--- src/rtl/spi_frame_reader.sv ---
// spi_frame_reader: host-side SPI mode-0 master for the image readout link.
// Arms on a spi_start rising edge, clocks miso in MSB-first, and delivers
// WORD_W-bit words on a valid/ready port until FRAME_WORDS are accepted.
// Optional per-frame word checksum on frame_sum, enabled by SPI_FRAME_SUM_EN.
module spi_frame_reader #(
  parameter int unsigned CLK_DIV     = 4,
  parameter int unsigned WORD_W      = 32,
  parameter int unsigned FRAME_WORDS = 153600
) (
  input  logic              clk,
  input  logic              rst,
  input  logic              spi_start,
  input  logic              miso,
  output logic              spi_clk,
  output logic              busy,
  output logic [WORD_W-1:0] word_data,
  output logic              word_valid,
  input  logic              word_ready,
  output logic [17:0]       word_count,
  output logic              frame_done,
  output logic [31:0]       frame_sum
);

  localparam int unsigned      BIT_W     = (WORD_W > 1) ? $clog2(WORD_W) : 1;
  localparam logic [7:0]       PH_LAST   = 8'(CLK_DIV - 1);
  localparam logic [BIT_W-1:0] BIT_TOP   = BIT_W'(WORD_W - 1);
  localparam logic [17:0]      LAST_WORD = 18'(FRAME_WORDS) - 18'd1;

  typedef enum logic [1:0] {
    IDLE = 2'd0,
    LOW  = 2'd1,
    HIGH = 2'd2
  } state_t;

  state_t            state;
  logic              start_q;
  logic              start_rise;
  logic [7:0]        phase;
  logic [BIT_W-1:0]  bit_cnt;
  logic [WORD_W-1:0] shreg;
  logic              word_end;
  logic [17:0]       rx_words;
  logic              rx_done;
  logic              accept;
  logic              last_accept;
  logic              stall;

  assign start_rise  = spi_start & ~start_q;
  assign accept      = word_valid & word_ready;
  assign last_accept = accept && (word_count == LAST_WORD);
  // rx_done parks the clock in LOW once the frame's final bit is in, so no
  // rising edge is issued while the last word waits for acceptance.
  assign stall       = (word_valid & ~word_ready) | rx_done;

  // Sequencer: start edge detect, spi_clk phases, bit shifting, word handoff.
  always_ff @(posedge clk) begin
    if (rst) begin
      state      <= IDLE;
      start_q    <= 1'b0;
      phase      <= '0;
      bit_cnt    <= '0;
      shreg      <= '0;
      word_end   <= 1'b0;
      rx_words   <= '0;
      rx_done    <= 1'b0;
      spi_clk    <= 1'b0;
      busy       <= 1'b0;
      word_data  <= '0;
      word_valid <= 1'b0;
      word_count <= '0;
      frame_done <= 1'b0;
    end else begin
      start_q    <= spi_start;
      frame_done <= 1'b0;
      word_end   <= 1'b0;

      if (accept) begin
        word_valid <= 1'b0;
        word_count <= word_count + 18'd1;
      end

      if (word_end) begin
        word_data  <= shreg;
        word_valid <= 1'b1;
        bit_cnt    <= BIT_TOP;
      end

      case (state)
        IDLE: begin
          spi_clk <= 1'b0;
          if (start_rise) begin
            state      <= LOW;
            busy       <= 1'b1;
            word_count <= '0;
            bit_cnt    <= BIT_TOP;
            phase      <= '0;
            shreg      <= '0;
            rx_words   <= '0;
            rx_done    <= 1'b0;
          end
        end
        LOW: begin
          if (!stall) begin
            if (phase == PH_LAST) begin
              state   <= HIGH;
              spi_clk <= 1'b1;
              phase   <= '0;
            end else begin
              phase <= phase + 8'd1;
            end
          end
        end
        HIGH: begin
          if (phase == '0) begin
            shreg <= (shreg << 1) | WORD_W'(miso);
            if (bit_cnt == '0) begin
              word_end <= 1'b1;
              rx_words <= rx_words + 18'd1;
              if (rx_words == LAST_WORD) rx_done <= 1'b1;
            end else begin
              bit_cnt <= bit_cnt - 1'b1;
            end
          end
          if (phase == PH_LAST) begin
            state   <= LOW;
            spi_clk <= 1'b0;
            phase   <= '0;
          end else begin
            phase <= phase + 8'd1;
          end
        end
        default: begin
          state   <= IDLE;
          spi_clk <= 1'b0;
        end
      endcase

      if (last_accept) begin
        state      <= IDLE;
        spi_clk    <= 1'b0;
        busy       <= 1'b0;
        frame_done <= 1'b1;
        phase      <= '0;
        rx_done    <= 1'b0;
      end
    end
  end

`ifdef SPI_FRAME_SUM_EN
  logic [31:0] sum_acc;

  // Checksum: modulo-2^32 sum of accepted words, cleared on arm.
  always_ff @(posedge clk) begin
    if (rst) begin
      sum_acc <= '0;
    end else if (state == IDLE && start_rise) begin
      sum_acc <= '0;
    end else if (accept) begin
      sum_acc <= sum_acc + 32'(word_data);
    end
  end

  assign frame_sum = sum_acc;
`else
  assign frame_sum = '0;
`endif

endmodule

--- config.mk ---
export PLATFORM = sky130hd
export DESIGN_NAME = spi_frame_reader
export DESIGN_NICKNAME = d
export VERILOG_FILES = /design/src/rtl/spi_frame_reader.sv
export SDC_FILE = /design/constraint.sdc
export NUM_CORES = 1
export LEC_CHECK = 0
export BUFFER_PORTS_ARGS = -buffer_cell sky130_fd_sc_hd__clkbuf_2
export CAP_MARGIN = 20
export CELL_PAD_IN_SITES_DETAIL_PLACEMENT = 0
export CELL_PAD_IN_SITES_GLOBAL_PLACEMENT = 1
export CORE_MARGIN = 2
export CORE_UTILIZATION = 35
export CTS_CLUSTER_DIAMETER = 80
export CTS_CLUSTER_SIZE = 30
export DETAILED_ROUTE_END_ITERATION = 8
export GPL_TIMING_DRIVEN = 0
export HOLD_SLACK_MARGIN = 0.1
export PLACE_DENSITY = 0.69
export SLEW_MARGIN = 0
export SYNTH_ARGS = -nofsm -noshare
export SYNTH_HDL_FRONTEND = slang
export SYNTH_SLANG_ARGS = --single-unit
--- constraint.sdc ---
create_clock -name clk -period 5.7 [get_ports clk]
set_clock_uncertainty 0.1 [all_clocks]
set_input_delay 0.285 -clock clk [delete_from_list [all_inputs] [get_ports clk]]
set_output_delay 0.285 -clock clk [all_outputs]
set_load 0.03 [all_outputs]
==> metrics <==
status finished clean; die height 132 um; final setup fails 0; GRT Overall Usage around 17%; GPL Wtd Cong 0.822; largest net degree at the start of global routing 17; Peak VDD IR 0.221 mV; Seq/Total Area, Yosys between 40 and 50%; Rows 46; drt pass-1 iters 4; worst hold-check path type primary input to flip-flop; FILL cells around 1600; Max Clock Freq 0.354 GHz; die width 132 um; top cells by area, synth dfxtp_1, mux2i_1, a21oi_1, nand4_1, o21ai_0; Finished Cell Area 7080 um2; post-synthesis register bit count ~120; P&R area growth vs syn 23.2%; Worst EP required just under 6 ns; TNS Setup 0 ns; proportion of layout cells with a drive suffix above 1 16.4%; Slew headroom 43.9%; nets between 700 and 800; power per cell area between 300 and 400 nW/um2; first-pass GRT wire length 24800 um; Overall Power 2.22 mW; fin. max-slew vios 0; DR vias 5311; most common cell in the synthesized netlist dfxtp_1; Finished Layout Cells around 1000; clock root buffer clkbuf_16; Tightest Pin Transition 0.840 ns; Total Die Area 17500 um2; ANT nets after route 0; clk sinks 122; PortBufs 58; EDFF count, synth 0; Synth top cells by count dfxtp_1, a21oi_1, o21ai_0; top cell type's share of synthesized area a little over two fifths; # hold bufs at CTS 3; CTS tree built; Tmin final 2.83 ns; CTS H-tree depth 4; logic gate share of total power about a tenth; CP peak stage delay about 0.5 ns; clk buf depth 2; total wire length 15100 um; hold slack 0.187 ns; Clk pwr share 51.4%; Diodes inserted 0; Async SR Flop Fraction 0%; # Post-CTS Setup Buffers 0; DR iter-0 viols slightly below 300; biggest area consumer among synthesized cells dfxtp_1; IO Count between 90 and 100; worst setup margin 2.87 ns; RSZ-0062 raised after global routing false; max-cap violations 0; number of gates resized after CTS 0; Worst Path Class, Setup flip-flop to flip-flop; slowest CP cell clkbuf_1; Vias/cell 5.26; CP Max Fanout 10; pre-CTS setup slack between 2 and 3 ns; drt wl/cell 14.9 um; CP cell instances inv_1, ha_1, and3b_1, clkbuf_1, nor2_1, clkbuf_1, clkbuf_1, nor3_1, o211a_1; vias in the first global route 4941; clk_lat worst skew just over 0.4 ns; Synth Cell Area between 5000 and 6000 um2; leakage 2.55 nW; Post-DP Area 6420 um2; YS warnings 0; Reg clk slew, reported paths 0.05 ns; dominant synthesized flop cell dfxtp_1; Synth cell types 52; Sw Ratio around a quarter; initial antenna violation count 0; Initial Utilization 36.1%; Post-DP HPWL 10600 um; CP startpoint kind flip-flop; Core ar. 15900 um2; Final Core Density between 40 and 50%; sw power 0.549 mW; P_int 1.67 mW; Syn Area/Cell around 8.6 um2; grt ovf 0; DRC violation count after routing 0; crit share post-route ~50%; Worst Setup End Kind flip-flop; Gate Count Post-Synth between 600 and 700; sequential power share 39.3%; Hold Vio Cnt, Final 0; most used cell, CP clkbuf_1; arrival time worst endpoint 3.03 ns; Inserted Clock Buffers 17; Placed Cells 976
==> path summary, 6_finish.rpt <==
check                           cells past startpoint           end   startpoint  slack [ns]
worst max register to register                      9       rx_done     state[1]        2.87
worst min register to register                      2   rx_words[6]  rx_words[6]        0.37
worst min-delay path                                3  rx_words[17]          rst        0.19
worst max-delay path                                9       rx_done     state[1]        2.87
==> power groups by stage <==
| stage | Clock (mW) | Sequential, mW | Combinational [mW] |
|---|---|---|---|
| detailed placement | 0 | 0.891 | 0.203 |
| CTS | 1.16 | 0.872 | 0.206 |
| global route | 1.20 | 0.874 | 0.227 |
| global placement | 0 | 0.890 | 0.200 |
| floorplan | 0 | 0.890 | 0.155 |
| finish | 1.14 | 0.873 | 0.207 |
==> cells by family after synthesis <==
family	after synthesis	share of synthesized area (%)
AND/OR/NAND/NOR	230	22.4
AO/OA/AOI/OAI	169	17.0
flip-flops	122	42.5
buffers and inverters	95	8.40
multiplexers	36	6.27
adder cells (fa/ha/maj)	9	1.96
XOR/XNOR	9	1.37
other	1	0.0652
==> cells in the final DEF, fill, tap and decap left out, types with 10 or more instances in the layout <==
cell type	count
nand4_1	49
clkbuf_2	58
o31ai_1	14
or4_1	16
clkbuf_16	17
nor3_1	10
nand3_1	21
or3_1	12
conb_1	32
clkbuf_1	40
inv_1	13
mux2i_1	36
nand2_1	29
a21oi_1	66
dfxtp_1	122
nor2_1	52
buf_4	32
o21ai_0	53
==> cell type report <==
class	instances	area (um2)	share of cell area (%)
Buffer	82	434	6.13
Timing Repair Buffer	61	320	4.52
Inverter	13	48.8	0.689
Tap cell	216	270	3.82
Clock buffer	19	453	6.40
Sequential cell	122	2440	34.5
Multi-Input combinational cell	485	2940	41.5
Clock inverter	12	173	2.44
==> registers in the layout (all words and copies together), names as in the netlist <==
register    cells
rx_done         1
start_q         1
phase           8
frame_done      1
word_valid      1
shreg          32
rx_words       18
bit_cnt         5
state           2
spi_clk         1
word_count     18
word_end        1
busy            1
word_data      32
==> worst max-delay path, delay by kind of cell (launching register included) <==
family / cells / cell delay [ns]
fa+ha+maj: 1 / 0.22
compound gates: 1 / 0.22
simple gates: 3 / 0.48
buf+inv: 4 / 1.28
flops: 1 / 0.41
==> routing by layer <==
layer	global-route usage, %	vias up	share of wire, %
met4	6.10	0	1.0
met3	3.69	15	4.2
met5	0	-	0
li1	-	2629	-
met2	29.5	134	50
met1	21.7	2533	45
(Power assumes the default switching activity.)
